<file path="src/rtl/rsa_modexp_pkg.sv">
`default_nettype none
// ============================================================================
// rsa_modexp_pkg
// Shared constants and the state encoding for the RSA modular exponentiator.
//   RSA_DATA_WIDTH : default operand/result width
//   STATE_W        : width of the exponentiator state register
//   state_e        : binary-encoded exponentiator states
// Revision: 1.0  initial release
// ============================================================================
package rsa_modexp_pkg;

  localparam int RSA_DATA_WIDTH = 32;
  localparam int STATE_W        = 3;

  typedef enum logic [STATE_W-1:0] {
    ST_IDLE = 3'd0,
    ST_INIT = 3'd1,
    ST_MUL  = 3'd2,
    ST_SQR  = 3'd3,
    ST_DONE = 3'd4
  } state_e;

endpackage
`default_nettype wire

</file>
<file path="src/rtl/rsa_modmul.sv">
`default_nettype none
// ============================================================================
// rsa_modmul
// Interleaved MSB-first shift-add modular multiplier: product = a*b mod n.
// Takes exactly W clock edges per product: the first step is computed on the
// start edge straight from the inputs, so back-to-back products can be issued
// in the same cycle the previous done pulse is seen.
// Requires b < n and W >= 2; a may be any value.
//   clock, reset : clock, synchronous active-high reset
//   clr          : synchronous abort (clears all state)
//   start        : begin a product with a, b, n
//   a, b, n      : multiplier (scanned MSB first), multiplicand, modulus
//   done         : one-cycle pulse, product valid
//   product      : registered result, held until the next completion/clear
// Revision: 1.0  initial release
// ============================================================================
module rsa_modmul #(
  parameter int W = 32
) (
  input  logic         clock,
  input  logic         reset,
  input  logic         clr,
  input  logic         start,
  input  logic [W-1:0] a,
  input  logic [W-1:0] b,
  input  logic [W-1:0] n,
  output logic         done,
  output logic [W-1:0] product
);

  localparam int CW = $clog2(W + 1);

  logic [W-1:0]  acc_q, acc_d, mplr_q, mplr_d, mcand_q, mcand_d;
  logic [W-1:0]  mod_q, mod_d, prod_q, prod_d;
  logic [CW-1:0] cnt_q, cnt_d;
  logic          busy_q, busy_d, done_q, done_d;

  // Step operands: live inputs on the start edge, registered copies after.
  logic [W-1:0] s_acc, s_mcand, s_mod, dbl_r, acc_step;
  logic         s_bit;
  logic [W:0]   dbl, sum, ext_mod;

  always_comb begin
    s_acc   = start ? '0      : acc_q;
    s_bit   = start ? a[W-1]  : mplr_q[W-1];
    s_mcand = start ? b       : mcand_q;
    s_mod   = start ? n       : mod_q;
    ext_mod = {1'b0, s_mod};
    // acc < n, so 2*acc < 2n and one subtraction reduces it.
    dbl     = {s_acc, 1'b0};
    dbl_r   = (dbl >= ext_mod) ? (dbl[W-1:0] - s_mod) : dbl[W-1:0];
    // dbl_r < n and b < n, so one subtraction reduces the sum as well.
    sum      = {1'b0, dbl_r} + (s_bit ? {1'b0, s_mcand} : '0);
    acc_step = (sum >= ext_mod) ? (sum[W-1:0] - s_mod) : sum[W-1:0];
  end

  always_comb begin
    acc_d   = acc_q;
    mplr_d  = mplr_q;
    mcand_d = mcand_q;
    mod_d   = mod_q;
    prod_d  = prod_q;
    cnt_d   = cnt_q;
    busy_d  = busy_q;
    done_d  = 1'b0;
    if (start) begin
      acc_d   = acc_step;
      mplr_d  = {a[W-2:0], 1'b0};
      mcand_d = b;
      mod_d   = n;
      cnt_d   = CW'(1);
      busy_d  = 1'b1;
    end else if (busy_q) begin
      acc_d  = acc_step;
      mplr_d = {mplr_q[W-2:0], 1'b0};
      cnt_d  = cnt_q + CW'(1);
      if (cnt_q == CW'(W - 1)) begin
        busy_d = 1'b0;
        done_d = 1'b1;
        prod_d = acc_step;
      end
    end
  end

  always_ff @(posedge clock) begin
    if (reset || clr) begin
      acc_q   <= '0;
      mplr_q  <= '0;
      mcand_q <= '0;
      mod_q   <= '0;
      prod_q  <= '0;
      cnt_q   <= '0;
      busy_q  <= 1'b0;
      done_q  <= 1'b0;
    end else begin
      acc_q   <= acc_d;
      mplr_q  <= mplr_d;
      mcand_q <= mcand_d;
      mod_q   <= mod_d;
      prod_q  <= prod_d;
      cnt_q   <= cnt_d;
      busy_q  <= busy_d;
      done_q  <= done_d;
    end
  end

  assign done    = done_q;
  assign product = prod_q;

endmodule
`default_nettype wire

</file>
<file path="src/rtl/rsa_modexp.sv">
`default_nettype none
// ============================================================================
// rsa_modexp
// Right-to-left binary modular exponentiation: rsa_dataout = M^E mod N.
// Sequences one rsa_modmul; each multiply/square is issued in the same cycle
// the previous product completes, so the key-bit decision costs no cycles.
//   clock, reset    : clock, synchronous active-high reset
//   rsa_rst         : synchronous clear from the CU, aborts and returns to IDLE
//   rsa_en          : level start request, sampled only in IDLE
//   rsa_datain      : M      rsa_modulusin : N      rsa_keyin : E
//   rsa_dataout     : registered result
//   rsa_ready       : result valid (held until rsa_rst/reset)
// Revision: 1.0  initial release
// ============================================================================
module rsa_modexp
  import rsa_modexp_pkg::*;
#(
  parameter int DATA_WIDTH = RSA_DATA_WIDTH
) (
  input  logic                  clock,
  input  logic                  reset,
  input  logic                  rsa_rst,
  input  logic                  rsa_en,
  input  logic [DATA_WIDTH-1:0] rsa_datain,
  input  logic [DATA_WIDTH-1:0] rsa_modulusin,
  input  logic [DATA_WIDTH-1:0] rsa_keyin,
  output logic [DATA_WIDTH-1:0] rsa_dataout,
  output logic                  rsa_ready
);

  localparam int W = DATA_WIDTH;

  state_e       state_q, state_d;
  logic [W-1:0] m_q, m_d, n_q, n_d, e_q, e_d;
  logic [W-1:0] base_q, base_d, result_q, result_d, dout_q, dout_d;
  logic         first_q, first_d, ready_q, ready_d;

  logic         mm_start, mm_done;
  logic [W-1:0] mm_a, mm_b, mm_product;

  // Where to go once the current key bit (e[0]) is about to be processed.
  function automatic state_e next_bit_state(input logic [W-1:0] e);
    if (e[0])
      return ST_MUL;
    else if ((e >> 1) != '0)
      return ST_SQR;
    else
      return ST_DONE;
  endfunction

  always_comb begin
    state_d  = state_q;
    m_d      = m_q;
    n_d      = n_q;
    e_d      = e_q;
    base_d   = base_q;
    result_d = result_q;
    first_d  = 1'b0;
    mm_start = 1'b0;
    mm_a     = '0;
    mm_b     = '0;

    unique case (state_q)
      ST_IDLE: begin
        if (rsa_en) begin
          m_d     = rsa_datain;
          n_d     = rsa_modulusin;
          e_d     = rsa_keyin;
          first_d = 1'b1;
          state_d = ST_INIT;
        end
      end
      ST_INIT: begin
        if (n_q < W'(2)) begin
          // Degenerate modulus: everything reduces to 0.
          result_d = '0;
          state_d  = ST_DONE;
        end else if (first_q) begin
          // base = (M * 1) mod N reduces an oversized message.
          mm_start = 1'b1;
          mm_a     = m_q;
          mm_b     = W'(1);
        end else if (mm_done) begin
          base_d   = mm_product;
          result_d = W'(1);
          state_d  = next_bit_state(e_q);
        end
      end
      ST_MUL: begin
        if (mm_done) begin
          result_d = mm_product;
          state_d  = ((e_q >> 1) != '0) ? ST_SQR : ST_DONE;
        end
      end
      ST_SQR: begin
        if (mm_done) begin
          base_d  = mm_product;
          e_d     = e_q >> 1;
          state_d = next_bit_state(e_q >> 1);
        end
      end
      ST_DONE: begin
        state_d = ST_DONE;
      end
      default: state_d = ST_IDLE;
    endcase

    // Chain the next product onto the completing one, using the values
    // that are being written back this cycle.
    if (mm_done && (state_d == ST_MUL)) begin
      mm_start = 1'b1;
      mm_a     = result_d;
      mm_b     = base_d;
    end else if (mm_done && (state_d == ST_SQR)) begin
      mm_start = 1'b1;
      mm_a     = base_d;
      mm_b     = base_d;
    end

    ready_d = (state_q == ST_DONE);
    dout_d  = (state_q == ST_DONE) ? result_q : '0;
  end

  always_ff @(posedge clock) begin
    if (reset || rsa_rst) begin
      state_q  <= ST_IDLE;
      m_q      <= '0;
      n_q      <= '0;
      e_q      <= '0;
      base_q   <= '0;
      result_q <= '0;
      dout_q   <= '0;
      first_q  <= 1'b0;
      ready_q  <= 1'b0;
    end else begin
      state_q  <= state_d;
      m_q      <= m_d;
      n_q      <= n_d;
      e_q      <= e_d;
      base_q   <= base_d;
      result_q <= result_d;
      dout_q   <= dout_d;
      first_q  <= first_d;
      ready_q  <= ready_d;
    end
  end

  rsa_modmul #(
    .W (W)
  ) u_modmul (
    .clock   (clock),
    .reset   (reset),
    .clr     (rsa_rst),
    .start   (mm_start),
    .a       (mm_a),
    .b       (mm_b),
    .n       (n_q),
    .done    (mm_done),
    .product (mm_product)
  );

  assign rsa_dataout = dout_q;
  assign rsa_ready   = ready_q;

endmodule
`default_nettype wire

</file>
<file path="config.mk">
export PLATFORM = sky130hd
export DESIGN_NAME = rsa_modexp
export DESIGN_NICKNAME = d
export VERILOG_FILES = /design/src/rtl/rsa_modexp_pkg.sv /design/src/rtl/rsa_modmul.sv /design/src/rtl/rsa_modexp.sv
export SDC_FILE = /design/constraint.sdc
export NUM_CORES = 1
export LEC_CHECK = 0
export BUFFER_PORTS_ARGS = -buffer_cell sky130_fd_sc_hd__buf_2
export CAP_MARGIN = 20
export CORE_MARGIN = 4
export CORE_UTILIZATION = 55
export CTS_CLUSTER_DIAMETER = 40
export DETAILED_ROUTE_END_ITERATION = 16
export HOLD_SLACK_MARGIN = 0.15
export PLACE_DENSITY = 0.72
export SETUP_SLACK_MARGIN = 0.4
export SLEW_MARGIN = 10
export SYNTH_ARGS = -nofsm -noshare
export SYNTH_HDL_FRONTEND = slang
export SYNTH_SLANG_ARGS = --single-unit
</file>
<file path="constraint.sdc">
create_clock -name clock -period 9.53 [get_ports clock]
set_input_delay 0.953 -clock clock [delete_from_list [all_inputs] [get_ports clock]]
set_output_delay 0.953 -clock clock [all_outputs]
set_load 0.03 [all_outputs]
</file>
Yosys cells after proc, flatten, opt, wreduce, memory -nomap -nowiden

Index checks and enable logic that the tools add are counted.

Bitwise operators: 4
Muxes and demuxes: 56
Equal/unequal tests: 9
Add/subtract/negate cells: 4
Reductions and logical operators: 15
Magnitude comparators: 3

Operator list:

| kind                                                                  | number |
|---|---|
| 32-bit 2-to-1 mux                                                     | 26 |
| 32-bit one-hot mux with 2 select lines                                | 3 |
| 33-bit by 32-bit >= comparator with 1-bit output                      | 2 |
| 32-bit nonzero test                                                   | 2 |
| 32-bit subtractor                                                     | 2 |
| 32-bit by 33-bit adder with 33-bit output                             | 1 |
| 32-bit by 2-bit < comparator with 1-bit output, second input constant | 1 |
| 3-bit 2-to-1 mux                                                      | 10 |
| 1-bit 2-to-1 mux                                                      | 16 |
| 3-bit one-hot mux with 5 select lines                                 | 1 |
| 3-bit by 2-bit == test with 1-bit output, second input constant       | 4 |
| 6-bit by 1-bit adder with 6-bit output, second input constant         | 1 |
| 6-bit by 5-bit == test with 1-bit output, second input constant       | 1 |
| 3-bit AND reduction                                                   | 2 |
| 2-bit OR reduction                                                    | 3 |
| 1-bit NOT                                                             | 4 |
| 2-bit nonzero test                                                    | 2 |
| 3-bit by 1-bit == test with 1-bit output, second input constant       | 1 |
| 3-bit == test, second input constant                                  | 1 |
| 3-bit logical NOT                                                     | 1 |
| 3-bit OR reduction                                                    | 1 |
| 1-bit logical AND                                                     | 2 |
| 2-bit by 1-bit != test with 1-bit output, second input constant       | 1 |
| 2-bit != test, second input constant                                  | 1 |
| 2 further kinds                                                       | 2 |

Bits in registers: 364
Output and inout port bits: 33
Word-level logic and storage cells: 109

Longest topological paths before layout

Word-level depth: 19
Gate-level depth with buffers: 47
Gate-level depth less buffers: 41

Hierarchy

A second synthesis with hierarchy kept.

Cell total of the unflattened synthesis: 2,627
Area total of the unflattened synthesis: 20,978.9 µm²

Modules (own cells, without submodules):

| module     | cells an instance | area each (µm²) | instances | seq. area each (µm²) |
|---|---|---|---|---|
| rsa_modmul | 1,541             | 12,151.7        | 1         | 3,343.2 |
| rsa_modexp | 1,086             | 8,827.2         | 1         | 3,943.8 |

Worst setup path after synthesis

Ideal clock, no wire load.

Path kind: reg2reg
Start: reg e_q[7]
End: reg u_modmul.prod_q[2] (netlist: u_modmul.product[2])
Stages on the path, launching flop included: 42
Buffers on the path: 5
Data required time: 9.402 ns
Period minus slack after synthesis: 9.844 ns
Path slack: -0.314 ns
Arrival time: 9.717 ns
Library setup time: 0.128 ns
Path through: dfxtp_1 > nor4_1 > and4_1 > nand3_1 > a21oi_1 > clkbuf_1 > clkbuf_1 > mux2i_1 > ha_1 > nor2b_1 > nand2_1 > nor2_1 > a32o_1 > o31ai_1 > a31oi_1 > a21oi_1 > o21bai_1 > o31ai_1 > (+6 left out) > o21a_1 > o41a_1 > o41ai_4 > nor2_1 > o21ai_0 > or4b_2 > o211ai_1 > ha_1 > and4_1 > nand3_1 > nor2_1 > nor4_2 > o221ai_1 > a221oi_4 > buf_6 > mux2_1 > mux2i_1 > nor2_1

Cells in the longest elaborated chain, start to end: 17
Elaborated cells on any way between the ends: 36

RTL lines:

| item                                                                                  | RTL line                           | source |
|---|---|---|
| start, declared                                                                       | rsa_modexp.sv:34                   | `logic [W-1:0] m_q, m_d, n_q, n_d, e_q, e_d;` |
| start signal, assigned                                                                | rsa_modexp.sv:129                  | `e_q <= '0;` |
| start signal, assigned                                                                | rsa_modexp.sv:139                  | `e_q <= e_d;` |
| 32-bit nonzero test                                                                   | rsa_modexp.sv:45, rsa_modexp.sv:92 |  |
| 3-bit 2-to-1 mux                                                                      | rsa_modexp.sv:45, rsa_modexp.sv:92 |  |
| 3-bit 2-to-1 mux                                                                      | rsa_modexp.sv:43                   | `if (e[0])` |
| 3-bit 2-to-1 mux                                                                      | rsa_modexp.sv:83                   | `end else if (mm_done) begin` |
| 3-bit 2-to-1 mux                                                                      | rsa_modexp.sv:78                   | `end else if (first_q) begin` |
| 3-bit 2-to-1 mux                                                                      | rsa_modexp.sv:74                   | `if (n_q < W'(2)) begin` |
| 3-bit one-hot mux with 5 select lines *                                               | rsa_modexp.sv:63                   | `unique case (state_q)` |
| 3-bit by 2-bit == test with 1-bit output                                              | rsa_modexp.sv:114                  | `end else if (mm_done && (state_d == ST_SQR)) begin` |
| 1-bit logical AND                                                                     | rsa_modexp.sv:114                  |  |
| 1-bit 2-to-1 mux                                                                      | rsa_modexp.sv:114                  |  |
| 1-bit 2-to-1 mux                                                                      | rsa_modexp.sv:110                  | `if (mm_done && (state_d == ST_MUL)) begin` |
| 32-bit 2-to-1 mux (on tied branches)                                                  | rsa_modmul.sv:47, rsa_modmul.sv:44 |  |
| 32-bit subtractor or 33-bit by 32-bit >= comparator with 1-bit output (tied branches) | rsa_modmul.sv:51                   | `dbl_r = (dbl >= ext_mod) ? (dbl[W-1:0] - s_mod) : dbl[W-1:0];` |
| 32-bit 2-to-1 mux                                                                     | rsa_modmul.sv:51                   |  |
| 32-bit by 33-bit adder with 33-bit output                                             | rsa_modmul.sv:53                   | `sum = {1'b0, dbl_r} + (s_bit ? {1'b0, s_mcand} : '0);` |
| 32-bit subtractor or 33-bit by 32-bit >= comparator with 1-bit output (tied branches) | rsa_modmul.sv:54                   | `acc_step = (sum >= ext_mod) ? (sum[W-1:0] - s_mod) : sum[W-1:0];` |
| 32-bit 2-to-1 mux                                                                     | rsa_modmul.sv:54                   |  |
| end signal, assigned                                                                  | rsa_modmul.sv:100                  | `prod_q <= prod_d;` |
| end, declared                                                                         | rsa_modmul.sv:34                   | `logic [W-1:0] mod_q, mod_d, prod_q, prod_d;` |

Mark *: on every way between the ends. The rest lies on a longest branch, timed or not.
A chain may end at the register's enable or synchronous reset.

Worst setup path in the final report

Start: reg n_q[7]
End: reg u_modmul.prod_q[27] (netlist: u_modmul.product[27])

Cells in the longest elaborated chain, start to end: 13
Elaborated cells on any way between the ends: 37

RTL lines:

| item                                                                                  | RTL line                           | source |
|---|---|---|
| start, declared                                                                       | rsa_modexp.sv:34                   |  |
| start signal, assigned                                                                | rsa_modexp.sv:138                  | `n_q <= n_d;` |
| 32-bit by 2-bit < comparator with 1-bit output                                        | rsa_modexp.sv:74                   |  |
| 3-bit 2-to-1 mux                                                                      | rsa_modexp.sv:74                   |  |
| 3-bit one-hot mux with 5 select lines                                                 | rsa_modexp.sv:63                   |  |
| 3-bit by 2-bit == test with 1-bit output                                              | rsa_modexp.sv:114                  |  |
| 1-bit logical AND                                                                     | rsa_modexp.sv:114                  |  |
| 1-bit 2-to-1 mux                                                                      | rsa_modexp.sv:114                  |  |
| 1-bit 2-to-1 mux                                                                      | rsa_modexp.sv:110                  |  |
| 32-bit 2-to-1 mux (on tied branches)                                                  | rsa_modmul.sv:47, rsa_modmul.sv:44 |  |
| 32-bit subtractor or 33-bit by 32-bit >= comparator with 1-bit output (tied branches) | rsa_modmul.sv:51                   |  |
| 32-bit 2-to-1 mux                                                                     | rsa_modmul.sv:51                   |  |
| 32-bit by 33-bit adder with 33-bit output                                             | rsa_modmul.sv:53                   |  |
| 32-bit subtractor or 33-bit by 32-bit >= comparator with 1-bit output (tied branches) | rsa_modmul.sv:54                   |  |
| 32-bit 2-to-1 mux                                                                     | rsa_modmul.sv:54                   |  |

Several ways; a longest one is shown, not always the timed one.

==> flow_summary.yaml <==
yosys:
  synth_area_leaders: "dfxtp_1 (38%), a21oi_1 (7.7%), nor2_1 (7.6%)"
  yosysSeqAreaShare: 0.3754
  synth_cell_types: 75
  synthFlopType: "dfxtp_1"
  synth-async-reset-ratio: 0
  syn-num-nets: 2545
  ys_ff_latch: 364
  synth.top_cell.area_share: 0.3754
  synth_top_cell_by_area: "dfxtp_1"
  synth.most_common_cell: "nor2_1"
  synth-edff-count: 0
  syn_area_um2: 19410
  synth_area_per_cell_um2: 8.278
  synthesis.instances: 2345
  yosysWarnings: 0
  ys_top_cells_by_count: "nor2_1 (391), dfxtp_1 (364), a21oi_1 (297)"
floorplanning:
  die_y_um: 195.9
  rows: 68
  die-area_um2: 38360
  die_x_um: 195.9
  top_level_ports: 133
  core_area_um2: 34710
  initial_core_util: 0.5592
place:
  routabilityCongestion: 0.9989
  pre_cts_ws_ns: -0.4968
  dp_cells: 3184
  port-buffer-count: 132
  dp_hpwl_mm: 45.00
global_routing:
  grt_pass1_vias: 19356
  grt_max_degree: 100
  grt.overflow.total: 0
  grt_pass1_wl_mm: 98.97
  antenna_found_initial: 0
  grt_usage: 0.3166
power:
  power_density_nw_per_um2: 198.2
  ir_drop_mv: 0.1851
  p_int_mw: 3.617
  switching_share: 0.3079
  pwr-share-clk: 0.401
  power.switching_mw: 1.609
  p_total_mw: 5.226
  seqPwrFrac: 0.297
  combPwrFrac: 0.302
  leakagePower_nw: 11.94
timing:
  relSlewSlack: 0.3025
  fmax_mhz: 108.2
  finalSetupTns_ns: 0
  skew_ns: 0.01809
  slew_viol_final: 0
  hold_ws_ns: 0.4590
  rsz0062_at_grt: "yes"
  setup_viol: 0
  finalHoldViolCount: 0
  period_needed_ns: 9.243
  finalWorstSetupSlack_ns: 0.2870
  period_share: 0.9699
  max_slew.worst_pin.slew_ns: 1.046
final_layout:
  fillers: 2581
  areaGrowthSynthToFinish_pct: 35.85
  fin_cells: 3326
  n_antenna_cell: 0
  drive_above_1_share: 0.3016
  layout.nets: 3028
critical_path:
  crit_required_ns: 9.97
  cpMaxStageDelayCell: "nor4_2"
  cp_common_cell: "a21oi_2"
  r2r_cells: 48
  cp_data_arrival_time_ns: 9.68
  end_kind: "register"
  reg2reg_slack_ns: 0.29
  start_kind: "register"
  slowest_delay_ns: 0.40
  path_max_fanout: 12
  worst-setup-path-type: "reg -> reg"
drt:
  dr_wl_met2_mm: 31.61
  wl_met1_mm: 25.79
  ant_nets: 0
  top_layer_used: "met4"
  num_vias: 19299
  drt_iter0_drc: 1201
  finalWirelength_mm: 63.85
  wl_per_cell_um: 19.20
  wl_met3_mm: 3.164
  drc_errors: 0
  drtPass1Iterations: 5
  via_per_inst: 5.802
clock_network:
  path_clk_slew_ns: 0.06
  htreeDepth: 2
  cts_sinks: 364
  root_buffer: "clkbuf_16"
  max-clock-path-buffers: 3
  cts_tree: "done"
  numCtsBuffers: 54
  worst_skew_pair.late_latency_ns: 0.61
job:
  max_cap_violations: 0
status:
  status: "complete, no violations"
worst_hold_path:
  min-delay-path-class: "reg -> reg"
  hold_depth: 2
==> repair_timing <==
| action | in CTS | in global routing |
|---|---|---|
| hold buffers | 0 | 0 |
| endpoints found under the setup margin | 64 | 64 |
| resized for setup | 102 | 75 |
| buffers inserted | 22 | 17 |
| pin swaps | 47 | 28 |
| cloned | 3 | 0 |
==> cell type report <==
type / instances / area, µm² / area share
repair buffers: 575 / 4194 / 0.1590
multi-input cells: 1800 / 12280 / 0.4657
clock inverters: 33 / 476.7 / 0.01808
clock buffers: 66 / 1436 / 0.05447
inverters: 33 / 123.9 / 0.004697
flip-flops and latches: 364 / 7289 / 0.2764
well taps: 455 / 569.3 / 0.02159
==> through the flow <==
step                utilization  cell area, µm²
floorplan                     -           19470
global placement         0.6686           23210
detailed placement       0.6686           23210
CTS                      0.7444           25840
global route             0.7597           26370
finish                   0.7597           26370
==> power by group through the flow <==
| stage | Combinational [mW] | Clock [mW] | Sequential [mW] |
|---|---|---|---|
| CTS | 1.41 | 2.11 | 1.55 |
| global placement | 1.30 | 0 | 1.58 |
| global route | 1.68 | 2.18 | 1.55 |
| floorplan | 0.766 | 0 | 1.58 |
| detailed placement | 1.32 | 0 | 1.58 |
| finish | 1.58 | 2.10 | 1.55 |
==> state kept, by name, summed over array words and instances, names as in the netlist <==
signal and cells:
base_q 32, e_q 32, first_q 1, m_q 32, n_q 32, result_q 32, rsa_dataout 32, rsa_ready 1
state_q 3, u_modmul.acc_q 32, u_modmul.busy_q 1, u_modmul.cnt_q 6, u_modmul.done 1, u_modmul.mcand_q 32, u_modmul.mod_q 32, u_modmul.mplr_q 31
u_modmul.product 32
==> final timing paths <==
path           start                    to
min          m_q[26]               m_q[26]
min reg2reg  m_q[26]               m_q[26]
max reg2reg   n_q[7]  u_modmul.product[27]
max           n_q[7]  u_modmul.product[27]
==> placed cells by master (no fill, tap or decap), types with 23 or more instances in the layout <==
cell,n
a211oi_1,56
a21o_1,49
dfxtp_1,362
xnor2_1,47
inv_1,31
nor2_1,391
mux2_2,37
o21ai_0,58
a21oi_1,263
buf_4,420
nand2_1,183
a21oi_2,38
xor2_1,32
and2_1,65
a22oi_1,31
ha_1,87
buf_2,132
mux2i_1,118
nand4_1,23
clkbuf_16,54
==> worst max-delay path, delay by kind of cell (launching register included) <==
family	cells	cell delay [ns]
flip-flops	1	0.33
XOR/XNOR	1	0.20
AND/OR/NAND/NOR	8	1.49
buffers and inverters	9	1.34
adder cells (fa/ha/maj)	3	0.81
AO/OA/AOI/OAI	26	4.62
multiplexers	1	0.26
==> layer usage <==
layer  vias to the layer above  global-route usage
li1                       9271                   -
met1                      9195              0.3743
met2                       642              0.5663
met3                       191             0.03984
met4                         0              0.1557
met5                         -                   0
==> kinds of logic (layout without fill, tap and decap cells) <==
family	Yosys count	in the layout	share of synthesized area
adder cells (fa/ha/maj)	100	100	0.06562
XOR/XNOR	85	85	0.03835
AO/OA/AOI/OAI	628	628	0.2032
buffers and inverters	181	707	0.03674
flip-flops	364	364	0.3754
AND/OR/NAND/NOR	806	806	0.1849
multiplexers	181	181	0.09578
Note: power is estimated with default switching activity, not from simulation.
